`config.mk`:
```
export PLATFORM = sky130hd
export DESIGN_NAME = irq_vector_sequencer
export DESIGN_NICKNAME = d
export VERILOG_FILES = /design/src/rtl/cpu_pkg.sv /design/src/rtl/nmi_edge_detect.sv /design/src/rtl/irq_vector_sequencer.sv
export SDC_FILE = /design/constraint.sdc
export NUM_CORES = 1
export LEC_CHECK = 0
export BUFFER_PORTS_ARGS = -buffer_cell sky130_fd_sc_hd__buf_2
export CORE_MARGIN = 8
export CORE_UTILIZATION = 55
export DETAILED_ROUTE_END_ITERATION = 6
export GPL_TIMING_DRIVEN = 0
export PLACE_DENSITY = 0.83
export SYNTH_ARGS = -nofsm -noshare
export SYNTH_HDL_FRONTEND = slang
export SYNTH_HIERARCHICAL = 1
export SYNTH_SLANG_ARGS = --single-unit
export TNS_END_PERCENT = 30
```
`constraint.sdc`:
```
create_clock -name sys_clock -period 3.9 [get_ports sys_clock]
set_clock_uncertainty 0.05 [all_clocks]
set_input_delay 0.39 -clock sys_clock [delete_from_list [all_inputs] [get_ports sys_clock]]
set_output_delay 0.39 -clock sys_clock [all_outputs]
set_load 0.05 [all_outputs]
```
`src/rtl/cpu_pkg.sv`:
```
// ---------------------------------------------------------------------------
// cpu_pkg
// Shared definitions for the interrupt / reset vector sequencer:
//   seq_state_t      - 2-bit sequencer FSM state
//   SRC_*            - active_src encodings (none, reset, NMI, IRQ)
//   DEF_VEC_*        - default vector base addresses
//   vec_hi_addr()    - address of the vector's high byte (low byte + 1,
//                      wrapping inside the page, no carry into the high byte)
// ---------------------------------------------------------------------------
package cpu_pkg;

  typedef enum logic [1:0] {
    ST_IDLE   = 2'd0,
    ST_VEC_LO = 2'd1,
    ST_VEC_HI = 2'd2,
    ST_LOAD   = 2'd3
  } seq_state_t;

  localparam logic [1:0] SRC_NONE = 2'b00;
  localparam logic [1:0] SRC_RES  = 2'b01;
  localparam logic [1:0] SRC_NMI  = 2'b10;
  localparam logic [1:0] SRC_IRQ  = 2'b11;

  localparam logic [15:0] DEF_VEC_NMI = 16'hFFFA;
  localparam logic [15:0] DEF_VEC_RES = 16'hFFFC;
  localparam logic [15:0] DEF_VEC_IRQ = 16'hFFFE;

  // The high byte of the vector lives at base+1 within the same page.
  function automatic logic [15:0] vec_hi_addr(input logic [15:0] base);
    logic [7:0] lo_inc;
    lo_inc = base[7:0] + 8'd1;
    return {base[15:8], lo_inc};
  endfunction

endpackage

```
`src/rtl/nmi_edge_detect.sv`:
```
// ---------------------------------------------------------------------------
// nmi_edge_detect
// Rising-edge detector for the NMI line, sampled only on phase_2, with a
// pending flag that holds an edge until the sequencer accepts it.
// Ports:
//   sys_clock, reset  clock / synchronous active-high reset
//   phase_2           machine-cycle strobe; the line is sampled only here
//   nmi_req           raw NMI line
//   pend_set          force the pending flag (re-pend an aborted NMI)
//   pend_clear        NMI accepted; drop the pending flag
//   nmi_pend_any      pending flag OR an edge seen on this very strobe
// The history bit resets to 1 so a line already high out of reset is not
// mistaken for a fresh edge.
// ---------------------------------------------------------------------------
module nmi_edge_detect (
  input  logic sys_clock,
  input  logic reset,
  input  logic phase_2,
  input  logic nmi_req,
  input  logic pend_set,
  input  logic pend_clear,
  output logic nmi_pend_any
);

  logic nmi_prev_reg;
  logic nmi_pend_reg;
  logic rise_seen;

  assign rise_seen    = phase_2 & nmi_req & ~nmi_prev_reg;
  // Including the same-strobe edge lets an NMI win arbitration at the
  // boundary where it arrives, ahead of a simultaneous IRQ.
  assign nmi_pend_any = nmi_pend_reg | rise_seen;

  always_ff @(posedge sys_clock) begin
    if (reset) begin
      nmi_prev_reg <= 1'b1;
      nmi_pend_reg <= 1'b0;
    end else begin
      if (phase_2) begin
        nmi_prev_reg <= nmi_req;
      end
      // Re-pend beats clear; clear beats a new edge, since an edge on the
      // accepting strobe is the one being accepted.
      if (pend_set) begin
        nmi_pend_reg <= 1'b1;
      end else if (pend_clear) begin
        nmi_pend_reg <= 1'b0;
      end else if (rise_seen) begin
        nmi_pend_reg <= 1'b1;
      end
    end
  end

endmodule

```
`src/rtl/irq_vector_sequencer.sv`:
```
// ---------------------------------------------------------------------------
// irq_vector_sequencer
// Takes over the PC load path to service reset, NMI and IRQ: arbitrates at
// instruction boundaries, reads the two vector bytes and presents the vector
// on the address buses with the PC load strobes asserted.
// Parameters: VEC_NMI, VEC_RES, VEC_IRQ - vector base (low byte) addresses.
// Ports:
//   sys_clock, reset     clock / synchronous active-high reset
//   phase_2              end-of-machine-cycle strobe; all transitions here
//   res_req              warm reset request (level)
//   nmi_req              NMI line (rising edge)
//   irq_req, irq_mask    IRQ line (level) and processor I flag
//   instr_boundary       last machine cycle of an instruction
//   data_in              memory read data
//   vec_addr, vec_addr_en  address to drive and its bus enable
//   adl_pcl, adh_pch     PC low/high load-from-bus strobes
//   busy, active_src     sequence in progress and its source
//   set_irq_mask, seq_done  one-clock pulses on completion
// Every output is a register; inputs only steer the next state.
// ---------------------------------------------------------------------------
module irq_vector_sequencer
  import cpu_pkg::*;
#(
  parameter logic [15:0] VEC_NMI = DEF_VEC_NMI,
  parameter logic [15:0] VEC_RES = DEF_VEC_RES,
  parameter logic [15:0] VEC_IRQ = DEF_VEC_IRQ
) (
  input  logic        sys_clock,
  input  logic        reset,
  input  logic        phase_2,
  input  logic        res_req,
  input  logic        nmi_req,
  input  logic        irq_req,
  input  logic        irq_mask,
  input  logic        instr_boundary,
  input  logic [7:0]  data_in,
  output logic [15:0] vec_addr,
  output logic        vec_addr_en,
  output logic        adl_pcl,
  output logic        adh_pch,
  output logic        busy,
  output logic [1:0]  active_src,
  output logic        set_irq_mask,
  output logic        seq_done
);

  seq_state_t state_reg;
  logic       res_pend_reg;
  logic [7:0] lo_byte_reg;
  logic [7:0] hi_byte_reg;
  logic       res_eff;
  logic       nmi_pend_any;
  logic       nmi_repend;
  logic       nmi_accept;
  logic [1:0] start_src;

  function automatic logic [15:0] vec_base(input logic [1:0] src);
    case (src)
      SRC_RES: return VEC_RES;
      SRC_NMI: return VEC_NMI;
      default: return VEC_IRQ;
    endcase
  endfunction

  // A request seen on this strobe counts as pending, so a warm reset
  // arriving mid-sequence restarts on the same strobe that samples it.
  assign res_eff = res_pend_reg | res_req;

  // Source to start on this strobe (SRC_NONE = keep going / stay idle).
  // Reset preempts from any state; NMI/IRQ only from IDLE at a boundary.
  always_comb begin
    start_src = SRC_NONE;
    if (res_eff) begin
      start_src = SRC_RES;
    end else if (state_reg == ST_IDLE && instr_boundary) begin
      if (nmi_pend_any) begin
        start_src = SRC_NMI;
      end else if (irq_req && !irq_mask) begin
        start_src = SRC_IRQ;
      end
    end
  end

  assign nmi_accept = phase_2 & (start_src == SRC_NMI);
  // An NMI sequence cut short by reset must still be serviced afterwards.
  assign nmi_repend = phase_2 & res_eff & (state_reg != ST_IDLE) &
                      (active_src == SRC_NMI);

  nmi_edge_detect u_nmi_edge_detect (
    .sys_clock    (sys_clock),
    .reset        (reset),
    .phase_2      (phase_2),
    .nmi_req      (nmi_req),
    .pend_set     (nmi_repend),
    .pend_clear   (nmi_accept),
    .nmi_pend_any (nmi_pend_any)
  );

  always_ff @(posedge sys_clock) begin
    if (reset) begin
      state_reg    <= ST_IDLE;
      res_pend_reg <= 1'b1;
      lo_byte_reg  <= 8'h00;
      hi_byte_reg  <= 8'h00;
      vec_addr     <= 16'h0000;
      vec_addr_en  <= 1'b0;
      adl_pcl      <= 1'b0;
      adh_pch      <= 1'b0;
      busy         <= 1'b0;
      active_src   <= SRC_NONE;
      set_irq_mask <= 1'b0;
      seq_done     <= 1'b0;
    end else begin
      set_irq_mask <= 1'b0;
      seq_done     <= 1'b0;
      if (phase_2) begin
        if (res_req) begin
          res_pend_reg <= 1'b1;
        end
        if (start_src != SRC_NONE) begin
          // Accepting a reset consumes the pending request (overrides above).
          if (start_src == SRC_RES) begin
            res_pend_reg <= 1'b0;
          end
          state_reg   <= ST_VEC_LO;
          active_src  <= start_src;
          busy        <= 1'b1;
          vec_addr    <= vec_base(start_src);
          vec_addr_en <= 1'b1;
          adl_pcl     <= 1'b0;
          adh_pch     <= 1'b0;
        end else begin
          case (state_reg)
            ST_IDLE: begin
            end
            ST_VEC_LO: begin
              lo_byte_reg <= data_in;
              state_reg   <= ST_VEC_HI;
              vec_addr    <= vec_hi_addr(vec_base(active_src));
            end
            ST_VEC_HI: begin
              hi_byte_reg <= data_in;
              state_reg   <= ST_LOAD;
              // Present the vector straight away so the PC select register
              // is settled well before the strobe that loads it.
              vec_addr    <= {data_in, lo_byte_reg};
              adl_pcl     <= 1'b1;
              adh_pch     <= 1'b1;
            end
            ST_LOAD: begin
              state_reg    <= ST_IDLE;
              busy         <= 1'b0;
              active_src   <= SRC_NONE;
              vec_addr     <= 16'h0000;
              vec_addr_en  <= 1'b0;
              adl_pcl      <= 1'b0;
              adh_pch      <= 1'b0;
              set_irq_mask <= 1'b1;
              seq_done     <= 1'b1;
            end
            default: begin
            end
          endcase
        end
      end
    end
  end

  // hi_byte_reg is the architectural copy of the fetched high byte; the
  // LOAD-state address is taken from data_in on the capture edge instead.
  logic unused_hi;
  assign unused_hi = ^hi_byte_reg;

endmodule

```
[Word level (Yosys, flattened, before mapping)]
Index checks and enable logic that the tools add are counted.
Storage, ports and cells
  output and inout bits: 24
  input port bits: 16
  bits in registers: 34
Cells by class
  add/sub/neg operators: 1
  reductions and logical operators: 15
  bitwise operators: 11
  multiplexer cells: 27
  equality and inequality tests: 7
Operators with widths (count)
  $mux W16: 5
  $pmux W16 S3: 1
  $mux W2: 7
  $pmux W3 S2: 2
  $mux W1: 10
  $add A8 B1 Y8 const B: 1
  $eq A2 B2 Y1 const B: 4
  $and A1 B1 Y1: 6
  $eq A2 B1 Y1 const B: 3
  $pmux W2 S3: 1
  $reduce_and A2 Y1: 3
  $reduce_bool A2 Y1: 3
  $reduce_bool A3 Y1: 2
  $reduce_bool A4 Y1: 1
  $not A1 Y1: 3
  $reduce_and A3 Y1: 1
  $reduce_or A3 Y1: 1
  $logic_and A1 B1 Y1: 2
  $logic_not A2 Y1: 1
  $or A1 B1 Y1: 2
  $pmux W1 S2: 1
  $logic_not A1 Y1: 1

[Logic depth before layout (Yosys ltp)]
Gate-level depths: netlist of run 1.
  word-level depth: 13
  mapped depth: 6
  depth with buffers taken out: 6

[By module]
Netlist of run 1, hierarchy kept.
Modules (own cells, without submodules)
  irq_vector_sequencer: instances 1, sequential area each 640.6 µm², cells an instance 162, area an instance 1466.4 µm²
  nmi_edge_detect: instances 1, sequential area each 40.0 µm², cells an instance 10, area an instance 103.8 µm²

[Worst setup path before layout of run 1]
No wires, ideal clock.
  path kind: input to register
  start: input port instr_boundary
  end: register u_nmi_edge_detect.nmi_pend_reg
  buffers on the path: 0
  path slack: 2.269 ns
  library setup time: 0.074 ns
  stages: 5
  arrival time: 1.507 ns
  cells stage by stage: or3b_4 > o31ai_2 > nor2_1 > nand4bb_2 > a31oi_2
On the way
  cells in the longest elaborated chain, start to end: 7
Ends and longest elaborated chain
  start: declaration: line irq_vector_sequencer.sv:35  | input logic instr_boundary,
  $logic_and A1 B1 Y1 (*): line irq_vector_sequencer.sv:75  | end else if (state_reg == ST_IDLE && instr_boundary) begin
  $mux W2 (*): line irq_vector_sequencer.sv:75
  $mux W2 (*): line irq_vector_sequencer.sv:73  | if (res_eff) begin
  $eq A2 B2 Y1 (*): line irq_vector_sequencer.sv:84  | assign nmi_accept = phase_2 & (start_src == SRC_NMI);
  $and A1 B1 Y1 (*): line irq_vector_sequencer.sv:84
  via nmi_accept: line irq_vector_sequencer.sv:54  | logic nmi_accept;
  $mux W1: line nmi_edge_detect.sv:46  | end else if (pend_clear) begin
  $mux W1: line nmi_edge_detect.sv:44  | if (pend_set) begin
  end signal: assignment: line nmi_edge_detect.sv:45  | nmi_pend_reg <= 1'b1;
  end signal: assignment: line nmi_edge_detect.sv:47  | nmi_pend_reg <= 1'b0;
  end signal: assignment: line nmi_edge_detect.sv:49  | nmi_pend_reg <= 1'b1;
  end: declaration: line nmi_edge_detect.sv:26  | logic nmi_pend_reg;
Mark *: on every way through the listed nets, which the timed path passes. The rest lies on a longest branch.
A chain may end at the register's enable or synchronous reset.

[Worst setup path after layout of run 1]
  start: register state_reg[0]
  end: register u_nmi_edge_detect.nmi_pend_reg
On the way
  cells in the longest elaborated chain, start to end: 8
Ends and longest elaborated chain
  start: declaration: line irq_vector_sequencer.sv:47  | seq_state_t state_reg;
  start signal: assignment: line irq_vector_sequencer.sv:101  | state_reg <= ST_IDLE;
  start signal: assignment: line irq_vector_sequencer.sv:125  | state_reg <= ST_VEC_LO;
  start signal: assignment: line irq_vector_sequencer.sv:138  | state_reg <= ST_VEC_HI;
  $logic_not A2 Y1 (*): line irq_vector_sequencer.sv:75
  $logic_and A1 B1 Y1 (*): line irq_vector_sequencer.sv:75
  $mux W2 (*): line irq_vector_sequencer.sv:75
  $mux W2 (*): line irq_vector_sequencer.sv:73
  $eq A2 B2 Y1 (*): line irq_vector_sequencer.sv:84
  $and A1 B1 Y1 (*): line irq_vector_sequencer.sv:84
  via nmi_accept: line irq_vector_sequencer.sv:54
  $mux W1: line nmi_edge_detect.sv:46
  $mux W1: line nmi_edge_detect.sv:44
Marks and branches as above.

==> results of run 1 <==
[synthesized netlist by cell type, drive strengths merged (2+ instances only)]
master and instances:
nor4bb 2, inv 18, nor3 5, o31ai 2, nor2 15, buf 6, a21oi 6, nand4b 2
nor2b 4, clkbuf 7, dfxtp 34, nand2b 5, nand2 7, o211a 13, nand3 2, o21ai 16
mux2i 8
[logic make-up after synthesis]
| group | after synthesis |
|---|---|
| buffers and inverters | 32 |
| AND/OR/NAND/NOR | 46 |
| AO/OA/AOI/OAI | 52 |
| flip-flops | 34 |
| multiplexers | 8 |
[worst max-delay path, delay by kind of cell (launching register included)]
family	cells	cell delay, ps
AO/OA/AOI/OAI	2	460
flip-flops	1	420
AND/OR/NAND/NOR	3	800
[worst min path at each step]
stage,startpoint,to,slack [ps]
finish,reset,u_nmi_edge_detect/nmi_pend_reg,180
global route,reset,u_nmi_edge_detect/nmi_pend_reg,150
CTS,reset,u_nmi_edge_detect/nmi_pend_reg,160
detailed placement,vec_addr[0],vec_addr[0],420
global placement,vec_addr[0],vec_addr[0],400
floorplan,reset,u_nmi_edge_detect/nmi_pend_reg,410
[area by class of cell]
| cell class | instances | area (um^2) |
|---|---|---|
| Sequential cell | 34 | 681 |
| Multi-Input combinational cell | 106 | 748 |
| Clock inverter | 1 | 5.00 |
| Inverter | 19 | 71.3 |
| Buffer | 13 | 70.1 |
| Clock buffer | 7 | 55.1 |
| Tap cell | 31 | 38.8 |
| Timing Repair Buffer | 39 | 195 |
| Fill cell | 222 | 870 |
[routing by layer]
layer / up-vias / GRT usage, % / wire, um
met5: - / 0 / 0
met4: 0 / 7.74 / 58
met3: 6 / 6.58 / 272
met2: 48 / 25.7 / 1830
met1: 637 / 17.3 / 1600
li1: 697 / - / -
[power groups by stage]
| stage | clock [mW] | sequential [mW] | combinational [mW] |
|---|---|---|---|
| after global routing | 0.222 | 0.385 | 0.173 |
| after CTS | 0.209 | 0.382 | 0.163 |
| after global placement | 0 | 0.389 | 0.158 |
| final | 0.197 | 0.382 | 0.162 |
| after detailed placement | 0 | 0.389 | 0.162 |
| after floorplan | 0 | 0.443 | 0.0639 |
==> flow_metrics.env, run 1 <==
export IMPL_place_ws_ps=1980
export IMPL_switching_share_pct=32.0
export IMPL_endpoint="u_nmi_edge_detect/nmi_pend_reg"
export IMPL_finalHoldViolations=0
export IMPL_utilization_pct=68.2
export IMPL_ant_nets=0
export IMPL_wirelength_mm=3.76
export IMPL_final_common_cell="buf_2"
export IMPL_grt_ovfl_total=0
export IMPL_finalCritPeriodShare_pct=45.7
export IMPL_hpwl_mm=2.88
export IMPL_critPathKind="register to register"
export IMPL_yosys_most_used_dff="dfxtp_1"
export IMPL_synth_compound_gate_area_share_pct=26.3
export IMPL_path_cells="or3b_4 -> o31ai_2 -> nor2_1 -> nand4bb_2 -> a31oi_2"
export IMPL_final_cell_mix="41 x buf_2, 34 x dfxtp_1, 18 x inv_1"
export IMPL_yosysSeqAreaShare_pct=43.3
export IMPL_synth_distinct_cells=42
export IMPL_synth_top_family_by_area="compound AO/OA/AOI/OAI gates"
export IMPL_grt_max_degree=11
export IMPL_critPathMaxStageDelay_ps=440
export IMPL_outcome="completed"
export IMPL_dieArea_um2=4820
export IMPL_cts_root_buf="clkbuf_4"
export IMPL_r2r_start="state_reg[0]"
export IMPL_max_freq_mhz=561
export IMPL_tightest_slew_ps=509
export IMPL_syn_avg_cell_area_um2=9.13
export IMPL_leakage_nw=0.935
export IMPL_p_clk_share_pct=26.6
export IMPL_power_frac_seq_pct=51.5
export IMPL_pwr_share_comb_pct=21.9
export IMPL_synthAdderAreaFrac_pct=0
export IMPL_required_ps=4110
export IMPL_core_area_um2=2730
export IMPL_min_period_ps=1780
export IMPL_finalSetupTns_ps=0
export IMPL_cts_setup_buffers=0
export IMPL_synth_cells=172
export IMPL_final_net_count=234
export IMPL_synthXorXnorAreaFrac_pct=0
export IMPL_firstDrtPassIters=4
export IMPL_cts_resized=0
export IMPL_ff2ff_setup_slack_ps=2120
export IMPL_fin_cells=250
export IMPL_grt_usage_pct=15.8
export IMPL_die_h_um=69.4
export IMPL_worstSetupStartpoint="state_reg[0]"
export IMPL_hold_ws_ps=185
export IMPL_max_cap_viol_count=0
export IMPL_drv_slew=0
export IMPL_drc=0
export IMPL_grt_pass1_wl_mm=6.28
export IMPL_cts_buffers_inserted=5
export IMPL_reg2regPathDepth=5
export IMPL_end_kind="register"
export IMPL_rr_endpoint="u_nmi_edge_detect/nmi_pend_reg"
export IMPL_cp_max_fo=8
export IMPL_synth_area_leaders="dfxtp_1 43%, o211a_1 8.3%, mux2i_1 5.1%"
export IMPL_intPower_mw=0.504
export IMPL_drive_above_1_share_pct=27.4
export IMPL_setup_slack_ps=2120
export IMPL_netlist_area_um2=1570
export IMPL_synthMuxAreaShare_pct=5.10
export IMPL_worstSetupStartpointType="register"
export IMPL_place_inst=242
export IMPL_cp_arrival_ps=2000
export IMPL_post_drt_wl_per_cell_um=15.0
export IMPL_hold_buffers=0
export IMPL_ioPinCount=40
export IMPL_p_sw_mw=0.237
export IMPL_grt_pass1_vias=1374
export IMPL_areaGrowthSynthToFinish_pct=18.7
export IMPL_vias=1388
export IMPL_antenna_found_initial=0
export IMPL_ir_drop_mv=0.389
export IMPL_synth_nets=188
export IMPL_grt_setup_unrepaired="false"
export IMPL_synth_edff_count=0
export IMPL_ys_warn_count=6
export IMPL_synth_seq_cells=34
export IMPL_synth_top_area_share_pct=43.3
export IMPL_yosys_area_share_simple_pct=16.3
export IMPL_place_area_um2=1800
export IMPL_setup_viol=0
export IMPL_largest_register_ffs=16
export IMPL_port_buffers=39
export IMPL_fin_area_um2=1860
export IMPL_viasPerCell=5.55
export IMPL_fp_dieW_um=69.4
export IMPL_htreeDepth=2
export IMPL_clkSinkCount=34
export IMPL_hold_path_depth=2
export IMPL_async_reset_ff_share_pct=0
export IMPL_cts_tree="done"
export IMPL_finalPower_mw=0.741
export IMPL_rows=19
export IMPL_powerDensity_nw_per_um2=397
export IMPL_insertion_delay_ps=330
export IMPL_place_congestion=0.890
export IMPL_diodes=0
export IMPL_synth_top_area_cell="dfxtp_1"
export IMPL_slew_headroom_pct=65.7
export IMPL_drtIter0Drc=92
export IMPL_worst_path_max_delay_cell="or3b_4"
export IMPL_clkTransAtPathRegs_ps=100
export IMPL_initial_core_util_pct=57.4
export IMPL_cts_path_max_buffers=2
export IMPL_hold_path_class="primary input to register"
(Power assumes the default switching activity.)
==> run 2: changes to the inputs <==
- CORE_UTILIZATION: 55 -> 47
- PLACE_DENSITY: 0.83 -> 0.76
- clock period: 3.9 -> 1.4 ns (I/O delays scaled with it)
==> flow_metrics.env, run 2 (synthesis gave the netlist of run 1 again) <==
export IMPL_rr_endpoint="u_nmi_edge_detect/nmi_pend_reg"
export IMPL_intPower_mw=1.38
export IMPL_hold_ws_ps=15.3
export IMPL_cp_max_fo=8
export IMPL_insertion_delay_ps=330
export IMPL_rows=21
export IMPL_finalCritPeriodShare_pct=116
export IMPL_leakage_nw=1.02
export IMPL_diodes=0
export IMPL_path_cells="or3b_4 -> o31ai_4 -> nor2_1 -> nand4bb_4 -> a31oi_2"
export IMPL_multi_input_area_um2=832
export IMPL_worst_path_max_delay_cell="or3b_4"
export IMPL_utilization_pct=64.2
export IMPL_p_clk_share_pct=23.9
export IMPL_finalHoldViolations=0
export IMPL_grt_max_degree=11
export IMPL_grt_pass1_wl_mm=6.49
export IMPL_firstDrtPassIters=4
export IMPL_ff2ff_setup_slack_ps=-220
export IMPL_fp_dieW_um=73.8
export IMPL_end_kind="register"
export IMPL_drv_slew=0
export IMPL_cts_tree="done"
export IMPL_worstSetupStartpointType="register"
export IMPL_drc=0
export IMPL_drive_above_1_share_pct=34.8
export IMPL_place_inst=257
export IMPL_worstSetupStartpoint="state_reg[0]"
export IMPL_highest_layer="met4"
export IMPL_met2_length_mm=1.89
export IMPL_switching_share_pct=33.5
export IMPL_vias=1457
export IMPL_tightest_slew_ps=494
export IMPL_violations="setup timing"
export IMPL_dr_wl_met3_um=321
export IMPL_ant_nets=0
export IMPL_critPathKind="register to register"
export IMPL_max_cap_viol_count=0
export IMPL_met1Wirelength_mm=1.66
export IMPL_powerDensity_nw_per_um2=987
export IMPL_endpoint="u_nmi_edge_detect/nmi_pend_reg"
export IMPL_port_buffers=39
export IMPL_min_period_ps=1620
export IMPL_viasPerCell=5.22
export IMPL_max_freq_mhz=617
export IMPL_outcome="finished with violations"
export IMPL_setup_slack_ps=-221
export IMPL_power_frac_seq_pct=51.4
export IMPL_grt_setup_unrepaired="true"
export IMPL_clkTransAtPathRegs_ps=100
export IMPL_initial_core_util_pct=47.8
export IMPL_hold_path_class="primary input to register"
export IMPL_place_area_um2=1860
export IMPL_drtIter0Drc=111
export IMPL_finalPower_mw=2.08
export IMPL_cts_path_max_buffers=2
export IMPL_p_sw_mw=0.698
export IMPL_htreeDepth=2
export IMPL_finalSetupTns_ps=-1390
export IMPL_fillers=282
export IMPL_final_common_cell="buf_2"
export IMPL_r2r_start="state_reg[0]"
export IMPL_post_drt_wl_per_cell_um=14.1
export IMPL_hpwl_mm=2.76
export IMPL_areaGrowthSynthToFinish_pct=34.3
export IMPL_final_net_count=249
export IMPL_grt_usage_pct=15.5
export IMPL_final_cell_mix="39 x buf_2, 30 x dfxtp_1, 18 x inv_1"
export IMPL_grt_pass1_vias=1369
export IMPL_wirelength_mm=3.93
export IMPL_fin_area_um2=2110
export IMPL_die_h_um=73.8
export IMPL_fin_cells=279
export IMPL_critPathMaxStageDelay_ps=440
export IMPL_cp_arrival_ps=1840
export IMPL_dieArea_um2=5450
export IMPL_seq_area_um2=691
export IMPL_grt_ovfl_total=0
export IMPL_reg2regPathDepth=5
export IMPL_pwr_share_comb_pct=24.7
export IMPL_slew_headroom_pct=67.0
export IMPL_cts_root_buf="clkbuf_4"
export IMPL_ioPinCount=40
export IMPL_required_ps=1620
export IMPL_clkSinkCount=34
export IMPL_antenna_found_initial=0
export IMPL_place_congestion=0.826
export IMPL_setup_viol=18
export IMPL_place_ws_ps=-346
export IMPL_core_area_um2=3280
export IMPL_ir_drop_mv=0.744
export IMPL_largest_register_ffs=16
export IMPL_cts_buffers_inserted=5
-- run 2: cell count changes in the layout (fill, tap and decap cells not counted), moves of 2 or more --
cell / delta
dfxtp_2: +2
buf_4: +8
dfxtp_4: +2
dfxtp_1: -4
dlygate4sd3_1: +8
buf_2: -2
nor3_1: -2
clkbuf_1: -2
-- run 2: power groups by stage --
stage | Combinational [mW] | Sequential, mW | Clock (mW)
CTS | 0.491 | 1.07 | 0.520
global placement | 0.453 | 1.09 | 0
global route | 0.550 | 1.08 | 0.580
floorplan | 0.186 | 1.24 | 0
detailed placement | 0.458 | 1.09 | 0
finish | 0.515 | 1.07 | 0.497
-- run 2: cell type report --
cell class                 instances  share of cell area, %
clock inverter                     2                  0.474
multi-input combinational        106                   39.4
inverter                          19                   3.38
sequential                        34                   32.7
tap                               46                   2.73
timing repair buffer              54                   15.5
clock buffer                       5                   1.78
buffer                            13                   3.91
-- run 2: what timing repair did --
| item | in CTS | in global routing |
|---|---|---|
| cloned | 0 | 0 |
| hold endpoints to repair | 8 | 1 |
| endpoints found under the setup margin | 30 | 32 |
| setup buffers | 4 | 3 |
| hold buffers | 7 | 1 |
| gates resized for setup | 9 | 15 |
| pin swaps | 2 | 5 |
-- run 2: how the worst min path moves through the flow --
stage	from	to	slack, ps	depth (start not counted)
floorplan	reset	u_nmi_edge_detect/nmi_pend_reg	160	1
global placement	reset	u_nmi_edge_detect/nmi_pend_reg	280	2
detailed placement	reset	u_nmi_edge_detect/nmi_pend_reg	280	2
CTS	data_in[4]	lo_byte_reg[4]	0.6	3
global route	data_in[4]	lo_byte_reg[4]	4	3
finish	data_in[4]	lo_byte_reg[4]	20	3
-- run 2: metal layers --
layer / up-vias / global-route usage [%]
li1: 731 / -
met3: 8 / 6.00
met2: 57 / 25.1
met1: 661 / 17.9
met4: 0 / 5.99
met5: - / 0
-- run 2: worst max-delay path, delay by kind of cell (launching register included) --
kind | cells | cell delay (ps)
AND/OR/NAND/NOR | 3 | 760
flip-flops | 1 | 390
AO/OA/AOI/OAI | 2 | 360
==> run 3: changes to the inputs <==
- PLACE_DENSITY: 0.76 -> 0.77
==> flow_metrics.env, run 3 (synthesis gave the netlist of run 1 again) <==
export IMPL_outcome="finished with violations"
export IMPL_violations="setup timing"
export IMPL_hp_start="nmi_req"
export IMPL_grt_ovfl_total=0
export IMPL_max_cap_viol_count=0
export IMPL_insertion_delay_ps=350
export IMPL_place_area_um2=1860
export IMPL_rows=21
export IMPL_firstDrtPassIters=4
export IMPL_hold_ws_ps=64.9
export IMPL_fin_cells=283
export IMPL_clkTransAtPathRegs_ps=120
export IMPL_hold_path_class="primary input to register"
export IMPL_cts_tree="done"
export IMPL_cts_root_buf="clkbuf_4"
export IMPL_reg2regPathDepth=6
export IMPL_hpwl_mm=2.76
export IMPL_critPathMaxStageDelay_ps=410
export IMPL_leakage_nw=1.06
export IMPL_grt_pass1_vias=1426
export IMPL_slew_headroom_pct=69.6
export IMPL_drive_above_1_share_pct=38.0
export IMPL_initial_core_util_pct=47.8
export IMPL_antenna_found_initial=0
export IMPL_areaGrowthSynthToFinish_pct=40.5
export IMPL_place_congestion=0.846
export IMPL_port_buffers=39
export IMPL_path_cells="or3b_4 -> o31ai_4 -> buf_4 -> buf_6 -> a21oi_2 -> nor3_2"
export IMPL_vias=1486
export IMPL_post_drt_wl_per_cell_um=14.6
export IMPL_worstSetupStartpoint="state_reg[0]"
export IMPL_setup_slack_ps=-168
export IMPL_dieArea_um2=5450
export IMPL_cp_arrival_ps=1810
export IMPL_tightest_slew_ps=456
export IMPL_clkSinkCount=34
export IMPL_fillers=272
export IMPL_wirelength_mm=4.13
export IMPL_ir_drop_mv=0.805
export IMPL_cp_num_cells=6
export IMPL_finalSetupTns_ps=-2050
export IMPL_fin_area_um2=2210
export IMPL_crit_buf_inv=2
export IMPL_place_inst=257
export IMPL_drtIter0Drc=79
export IMPL_core_area_um2=3280
export IMPL_hold_path_depth=3
export IMPL_max_freq_mhz=638
export IMPL_place_ws_ps=-304
export IMPL_r2r_start="state_reg[0]"
export IMPL_powerDensity_nw_per_um2=1110
export IMPL_finalHoldViolations=0
export IMPL_setup_viol=20
export IMPL_worstSetupStartpointType="register"
export IMPL_end_kind="register"
export IMPL_grt_pass1_wl_mm=6.47
export IMPL_cts_buffers_inserted=5
export IMPL_finalCritPeriodShare_pct=112
export IMPL_grt_usage_pct=15.4
export IMPL_ioPinCount=40
export IMPL_htreeDepth=2
export IMPL_required_ps=1640
export IMPL_finalPower_mw=2.46
export IMPL_final_cell_mix="40 x buf_2, 29 x dfxtp_1, 18 x inv_1"
export IMPL_critPathKind="register to register"
export IMPL_ant_nets=0
export IMPL_drc=0
export IMPL_viasPerCell=5.25
export IMPL_cp_max_fo=4
export IMPL_largest_register_ffs=16
export IMPL_drv_slew=0
export IMPL_cts_path_max_buffers=2
export IMPL_diodes=0
export IMPL_final_common_cell="buf_2"
export IMPL_crit_family="simple AND/OR/NAND/NOR gates"
export IMPL_grt_max_degree=13
export IMPL_worst_path_max_delay_cell="or3b_4"
export IMPL_final_net_count=252
export IMPL_die_h_um=73.8
export IMPL_grt_setup_unrepaired="true"
export IMPL_min_period_ps=1570
export IMPL_fp_dieW_um=73.8
export IMPL_utilization_pct=67.2
run 3: cell type report:
type	count	area, um^2	area share [%]
Multi-Input combinational cell	106	848	38.5
Sequential cell	34	692	31.4
Clock inverter	2	38.8	1.76
Tap cell	46	57.6	2.61
Inverter	19	71.3	3.23
Clock buffer	6	62.6	2.84
Buffer	13	75.1	3.40
Timing Repair Buffer	57	360	16.3
run 3: final timing paths:
check	endpoint	slack, ps
setup / recovery	active_src[0]	-170
hold / removal	u_nmi_edge_detect/nmi_pend_reg	60
setup reg to reg	active_src[0]	-170
hold reg to reg	vec_addr[0]	430
run 3: worst min-delay path: stages:
cell,delay (ps)
buf_2,120
nand4bb_4,90
a31oi_4,70
run 3: what timing repair did:
action | 4_1_cts | 5_1_grt
buffers inserted | 5 | 4
hold buffers | 8 | 1
pin swaps | 4 | 3
resized for setup | 9 | 17
setup endpoints to repair | 28 | 32
hold endpoints to repair | 9 | 1
run 3: where the power goes:
part / leakage (nW) / switching, mW / internal (mW)
registers: 0.282 / 0.0440 / 1.02
clock network: 0.0536 / 0.370 / 0.487
logic: 0.726 / 0.342 / 0.189
total: 1.06 / 0.756 / 1.70
run 3: routing by layer:
metal  GRT usage (%)  wire length [um]  up-vias
met5               0                 0        -
met4            7.32                68        0
met3            6.28               343        8
met2            25.1              1970       53
met1            17.0              1740      690
li1                -                 -      735
